## config.mk

```make
export PLATFORM = sky130hd
export DESIGN_NAME = vga_timing_detector
export DESIGN_NICKNAME = d
export VERILOG_FILES = /design/src/rtl/vga_timing_detector.sv
export SDC_FILE = /design/constraint.sdc
export NUM_CORES = 1
export LEC_CHECK = 0
export ABC_AREA = 1
export CELL_PAD_IN_SITES_DETAIL_PLACEMENT = 1
export CELL_PAD_IN_SITES_GLOBAL_PLACEMENT = 1
export CORE_MARGIN = 10
export CORE_UTILIZATION = 42
export DETAILED_ROUTE_END_ITERATION = 12
export GPL_ROUTABILITY_DRIVEN = 1
export PLACE_DENSITY_LB_ADDON = 0.1
export SLEW_MARGIN = 20
export SYNTH_ARGS = -nofsm -noshare
export SYNTH_HDL_FRONTEND = slang
export SYNTH_SLANG_ARGS = --single-unit
```

## constraint.sdc

```tcl
create_clock -name clk25MHz -period 3.12 [get_ports clk25MHz]
set_input_delay 0.468 -clock clk25MHz [delete_from_list [all_inputs] [get_ports clk25MHz]]
set_output_delay 0.468 -clock clk25MHz [all_outputs]
set_load 0.05 [all_outputs]
```

## src/rtl/vga_timing_detector.sv

```systemverilog
// Sink-side VGA timing recovery: rebuilds h/v counts from incoming syncs, measures line/frame length,
// and qualifies the stream against the configured mode before exposing pixel coordinates.
module vga_timing_detector #(
   parameter int H_TOTAL     = 800,
   parameter int V_TOTAL     = 525,
   parameter int H_START     = 144,
   parameter int H_ACTIVE    = 640,
   parameter int V_START     = 35,
   parameter int V_ACTIVE    = 480,
   parameter int LOCK_FRAMES = 2,
   parameter int SYNC_LOW    = 1
) (
   input  logic        clk25MHz,
   input  logic        reset_n,
   input  logic        hsync,
   input  logic        vsync,
   output logic [15:0] pixel_x,
   output logic [15:0] pixel_y,
   output logic        active_video,
   output logic [15:0] line_len,
   output logic [15:0] frame_lines,
   output logic        locked,
   output logic        timing_err
);

   // state  | meaning
   // SEARCH | no frame reference yet; waiting for first vsync edge
   // TRACK  | counting consecutive good frames toward lock
   // LOCKED | timing matches mode; pixel coordinates valid
   typedef enum logic [1:0] {
      SEARCH = 2'd0,
      TRACK  = 2'd1,
      LOCKED = 2'd2
   } state_t;

   localparam logic        SYNC_IDLE   = (SYNC_LOW != 0);
   localparam logic [15:0] H_TOTAL_W   = 16'(H_TOTAL);
   localparam logic [15:0] V_TOTAL_W   = 16'(V_TOTAL);
   localparam logic [15:0] H_START_W   = 16'(H_START);
   localparam logic [15:0] H_END_W     = 16'(H_START + H_ACTIVE);
   localparam logic [15:0] V_START_W   = 16'(V_START);
   localparam logic [15:0] V_END_W     = 16'(V_START + V_ACTIVE);
   localparam logic [15:0] H_TIMEOUT_W = 16'(2 * H_TOTAL - 1);
   localparam logic [3:0]  LOCK_W      = 4'(LOCK_FRAMES);

   state_t      state_q, state_d;
   logic        hs_q, vs_q;
   logic [15:0] h_cnt_q, h_cnt_d;
   logic [15:0] v_cnt_q, v_cnt_d;
   logic [15:0] line_len_q, line_len_d;
   logic [15:0] frame_lines_q, frame_lines_d;
   logic [3:0]  good_q, good_d;
   logic        bad_line_q, bad_line_d;
   logic        locked_q, locked_d;
   logic        timing_err_q, timing_err_d;
   logic        active_q, active_d;
   logic [15:0] px_q, px_d;
   logic [15:0] py_q, py_d;

   logic        hs_start, vs_start;
   logic [15:0] h_inc, v_inc;
   logic        line_bad, frame_bad, h_timeout, in_window;

   // Sync polarity is folded in here so everything downstream sees "asserted" as 1.
   assign hs_start = (hsync ^ SYNC_IDLE) & ~(hs_q ^ SYNC_IDLE);
   assign vs_start = (vsync ^ SYNC_IDLE) & ~(vs_q ^ SYNC_IDLE);

   assign h_inc = (h_cnt_q == 16'hFFFF) ? h_cnt_q : h_cnt_q + 16'd1;
   assign v_inc = (v_cnt_q == 16'hFFFF) ? v_cnt_q : v_cnt_q + 16'd1;

   always_comb begin
      h_cnt_d       = h_inc;
      line_len_d    = line_len_q;
      v_cnt_d       = v_cnt_q;
      frame_lines_d = frame_lines_q;
      if (hs_start) begin
         h_cnt_d    = 16'd0;
         line_len_d = h_inc;
      end
      if (hs_start && vs_start) begin
         frame_lines_d = v_inc;
         v_cnt_d       = 16'd0;
      end else if (vs_start) begin
         frame_lines_d = v_cnt_q;
         v_cnt_d       = 16'd0;
      end else if (hs_start) begin
         v_cnt_d = v_inc;
      end
   end

   // A bad line coinciding with vs_start still belongs to the frame that is ending.
   assign line_bad  = hs_start && (h_inc != H_TOTAL_W);
   assign frame_bad = vs_start && ((frame_lines_d != V_TOTAL_W) || bad_line_q || line_bad);
   assign h_timeout = !hs_start && (h_cnt_d == H_TIMEOUT_W);

   always_ff @(posedge clk25MHz or negedge reset_n) begin
      if (!reset_n) begin
         state_q <= SEARCH;
      end else begin
         state_q <= state_d;
      end
   end

   always_comb begin
      state_d    = state_q;
      good_d     = good_q;
      bad_line_d = vs_start ? 1'b0 : (bad_line_q | line_bad);
      if (h_timeout) begin
         state_d = SEARCH;
         good_d  = 4'd0;
      end else begin
         case (state_q)
            SEARCH: begin
               if (vs_start) begin
                  state_d = TRACK;
                  good_d  = 4'd0;
               end
            end
            TRACK: begin
               if (vs_start) begin
                  if (frame_bad) begin
                     good_d = 4'd0;
                  end else begin
                     good_d = good_q + 4'd1;
                     if (good_q + 4'd1 >= LOCK_W) begin
                        state_d = LOCKED;
                     end
                  end
               end
            end
            LOCKED: begin
               if (line_bad || frame_bad) begin
                  state_d = TRACK;
                  good_d  = 4'd0;
               end
            end
            default: begin
               state_d = SEARCH;
               good_d  = 4'd0;
            end
         endcase
      end
   end

   assign in_window = (h_cnt_q >= H_START_W) && (h_cnt_q < H_END_W) &&
                      (v_cnt_q >= V_START_W) && (v_cnt_q < V_END_W);

   always_comb begin
      locked_d     = (state_d == LOCKED);
      timing_err_d = (state_q == LOCKED) && (state_d != LOCKED);
      active_d     = (state_q == LOCKED) && in_window;
      px_d         = active_d ? (h_cnt_q - H_START_W) : 16'd0;
      py_d         = active_d ? (v_cnt_q - V_START_W) : 16'd0;
   end

   always_ff @(posedge clk25MHz or negedge reset_n) begin
      if (!reset_n) begin
         hs_q          <= SYNC_IDLE;
         vs_q          <= SYNC_IDLE;
         h_cnt_q       <= 16'd0;
         v_cnt_q       <= 16'd0;
         line_len_q    <= 16'd0;
         frame_lines_q <= 16'd0;
         good_q        <= 4'd0;
         bad_line_q    <= 1'b0;
         locked_q      <= 1'b0;
         timing_err_q  <= 1'b0;
         active_q      <= 1'b0;
         px_q          <= 16'd0;
         py_q          <= 16'd0;
      end else begin
         hs_q          <= hsync;
         vs_q          <= vsync;
         h_cnt_q       <= h_cnt_d;
         v_cnt_q       <= v_cnt_d;
         line_len_q    <= line_len_d;
         frame_lines_q <= frame_lines_d;
         good_q        <= good_d;
         bad_line_q    <= bad_line_d;
         locked_q      <= locked_d;
         timing_err_q  <= timing_err_d;
         active_q      <= active_d;
         px_q          <= px_d;
         py_q          <= py_d;
      end
   end

   assign pixel_x      = px_q;
   assign pixel_y      = py_q;
   assign active_video = active_q;
   assign line_len     = line_len_q;
   assign frame_lines  = frame_lines_q;
   assign locked       = locked_q;
   assign timing_err   = timing_err_q;

endmodule

```

==> results_dict.tcl, run 1 <==
set metrics [dict create \
    synth.largest_area_cell "dfrtp_1" \
    die-height_um 137 \
    fillCellCount 1663 \
    crit_path_start_kind "flop" \
    dp_slack_ns 0.133 \
    irDropWorstVdd_uv 386 \
    reg2reg_slack_ns 0.27 \
    cts_tree "done" \
    cts_buffer_depth 2 \
    clkTransAtPathRegs_ns 0.07 \
    yosys_register_bits 108 \
    grt_usage 0.189 \
    crit-reg2reg-launch "h_cnt_q[0]" \
    post_route_cells_drive_above_1_share 0.116 \
    p_leak_nw 3.41 \
    cts_root_buf "clkbuf_16" \
    slew_headroom 0.570 \
    p_total_mw 3.43 \
    status "complete, no violations" \
    power_density_nw_per_um2 492 \
    num_vias 5127 \
    dp_hpwl_um 13600 \
    r2r_end "good_q[1]" \
    slowest_delay_ns 0.45 \
    setup.worst_path.class "reg2reg" \
    fp.dieArea_sq_um 18900 \
    grt_pass1_vias 5299 \
    seq_area_frac_synth 0.468 \
    crit_path_max_fanout 14 \
    cp-end-kind "flop" \
    antenna_cells 0 \
    numClockSinks 108 \
    cp.required_ns 3.36 \
    initial_core_util 0.433 \
    crit_end "good_q[1]" \
    hold_viol_final 0 \
    syn_inst 719 \
    grt_max_degree 48 \
    num_io_pins 71 \
    hold_class "in2async" \
    die_x_um 137 \
    port_buffers 70 \
    cts_hold_buffers 0 \
    drv_slew 0 \
    synth_edf_count 0 \
    finalNonFillerCells 971 \
    grt_first_pass_wirelength_um 28500 \
    gp_congestion 0.867 \
    synthFlopType "dfrtp_1" \
    rows 42 \
    period_share 0.915 \
    rsz0062_at_grt "no" \
    remaining_drc_errors 0 \
    rr_worst_depth 17 \
    grt-ovfl-total 0 \
    synthArstFlopShare 1.00 \
    max-cap-violations 0 \
    tns_ns 0 \
    cp.arrival_ns 3.10 \
    drtIter0Drc 373 \
    cpMaxStageDelayCell "dfrtp_1" \
    grt_antenna_before_repair 0 \
    syn_avg_cell_area_sq_um 8.04 \
    viasPerCell 5.28 \
    fmax_ghz 0.350 \
    path_cells "ha_1, inv_1, nor2_4, nand2_2, nor2_8, inv_4, nand3_1, nor2_1, nand2_1, nor2_2, a21oi_4, a21oi_2, nand2_2, nand2_2, nand2_2, nand2_1, nand2_1" \
    clk_latency_ns 0.35 \
    synth_area_sq_um 5780 \
    wirelength_um 17400 \
    ys.warnings.count 0 \
    h-tree-depth 3 \
    timing.final.ws_setup_ns 0.266 \
    min_period_ns 2.85 \
    area_growth_pct 20.8 \
    finalSetupViolations 0 \
    cts_made_buffers 9 \
    placed_cells 956 \
    fin_worst_skew_ns 0.0126 \
    path_common_cell "nand2_2" \
    ys_top_cells_by_area "dfrtp_1, nand2_1, nor2_1" \
    synth.distinct_cells 44 \
    fin_nets 803 \
    tightest_slew_ns 0.645 \
    routedWlPerCell_um 17.9 \
    synth_top_area_frac 0.459 \
    dr.pass1.iters 4 \
    cp-startpoint "h_cnt_q[0]" \
    final_antenna_net_count 0 \
    core_sq_um 13300 \
]
[flip-flops by register name, summed over array words and instances (netlist names)]
signal	count
state_q	2
vs_q	1
active_video	1
h_cnt_q	16
timing_err	1
locked	1
frame_lines	16
pixel_x	16
good_q	4
line_len	16
v_cnt_q	16
bad_line_q	1
pixel_y	16
hs_q	1
[placed cells by master (no fill, tap or decap), drive strengths merged, types with 2 or more instances in the layout]
cell type / Yosys / routed
a21oi: 21 / 21
a31oi: 5 / 5
buf: 11 / 12
clkbuf: 11 / 12
clkdlybuf4s50: 0 / 69
clkinv: 0 / 2
conb: 1 / 3
dfrtp: 106 / 106
dfstp: 2 / 2
ha: 8 / 8
inv: 82 / 82
nand2: 163 / 163
nand3: 58 / 58
nand4: 18 / 18
nor2: 121 / 121
nor3: 13 / 13
nor4: 5 / 5
o21ai: 59 / 59
o22ai: 8 / 8
or2: 3 / 3
xnor2: 4 / 4
xor2: 17 / 17
[critical path: cells and delay by family (launching register included)]
kind	cells	cell delay [ns]
buffers and inverters	2	0.28
adder cells (fa/ha/maj)	1	0.28
AND/OR/NAND/NOR	12	1.46
AO/OA/AOI/OAI	2	0.25
flip-flops	1	0.45
[cells in the mapped netlist, types with 2 or more instances]
cell and number:
buf_1 2, buf_4 2, xor2_1 17, o22ai_1 8, nand2_2 12, inv_1 71, nor4_4 2, ha_1 8
a31oi_1 5, nor3_1 12, a21oi_2 2, nor2_4 6, or2_2 2, dfstp_2 2, nand2_1 148, o21ai_1 9
nor4_1 2, xnor2_1 4, nor2_8 2, a21oi_1 17, inv_2 10, buf_2 6, clkbuf_1 11, dfrtp_1 106
nand4_1 17, nand3_2 2, nor2_2 11, o21ai_2 4, o21ai_0 46, nand2_4 3, a21oi_4 2, nor2_1 102
nand3_1 55
[cell type report]
| type | instances | area [sq um] | area share |
|---|---|---|---|
| well taps | 176 | 220 | 0.0315 |
| multi-input cells | 509 | 2670 | 0.382 |
| inverters | 82 | 310 | 0.0444 |
| clock inverters | 3 | 40.0 | 0.00573 |
| repair buffers | 81 | 793 | 0.114 |
| flip-flops and latches | 108 | 2710 | 0.387 |
| clock buffers | 12 | 246 | 0.0353 |
[per-stage QoR]
step | utilization | area (sq um) | hold WS, ns
6_report | 0.523 | 6980 | 0.130
5_1_grt | 0.523 | 6980 | 0.182
4_1_cts | 0.523 | 6980 | 0.155
3_5_place_dp | 0.502 | 6700 | 0.482
3_3_place_gp | 0.502 | 6700 | 0.461
2_1_floorplan | - | 5790 | 0.172
[where the power goes]
part	leakage [nW]	total (mW)	switching [mW]	internal [mW]
combinational	1.82	0.714	0.490	0.224
sequential	1.44	1.58	0.0894	1.49
clock	0.142	1.14	0.503	0.639
[timing repair]
action / in CTS / in global routing
setup endpoints to repair: 0 / 1
resized for setup: 0 / 1
buffers inserted: 0 / 0
endpoints found under the hold margin: 0 / 0
[routing by layer]
| metal | GRT usage | vias to the layer above | part of all wire |
|---|---|---|---|
| li1 | - | 2449 | - |
| met5 | 0 | - | 0 |
| met2 | 0.294 | 114 | 0.45 |
| met1 | 0.263 | 2550 | 0.48 |
| met3 | 0.0393 | 14 | 0.057 |
| met4 | 0.0486 | 0 | 0.010 |
[logic make-up (layout without fill, tap and decap cells)]
kind of cell               after synthesis  after routing  share of synthesized area
DFF                                    108            108                      0.468
xor gates and xnor gates                21             21                     0.0318
other                                    1              3                   0.000649
adders and majority gates                8              8                     0.0173
AOI/OAI and AO/OA                       95             95                     0.0940
and+or+nand+nor                        382            382                      0.316
buffers and inverters                  104            178                     0.0719
[worst min path at each step]
stage | to | slack, ns | depth (start not counted) | start
floorplan | active_video | 0.17 | 0 | reset_n
global placement | line_len[11] | 0.46 | 2 | line_len[11]
detailed placement | line_len[7] | 0.48 | 2 | line_len[7]
CTS | pixel_x[12] | 0.16 | 1 | reset_n
global route | pixel_x[15] | 0.18 | 1 | reset_n
finish | pixel_x[12] | 0.13 | 1 | reset_n
(Power assumes the default switching activity.)
==> inputs of run 2 (changes only) <==
--- a/config.mk
+++ b/config.mk
@@ -13,7 +13,6 @@
 export DETAILED_ROUTE_END_ITERATION = 12
 export GPL_ROUTABILITY_DRIVEN = 1
 export PLACE_DENSITY_LB_ADDON = 0.1
-export SLEW_MARGIN = 20
 export SYNTH_ARGS = -nofsm -noshare
 export SYNTH_HDL_FRONTEND = slang
 export SYNTH_SLANG_ARGS = --single-unit
==> results of run 2 <==
The final DEF is identical to that of run 1; final timing and power are the same.
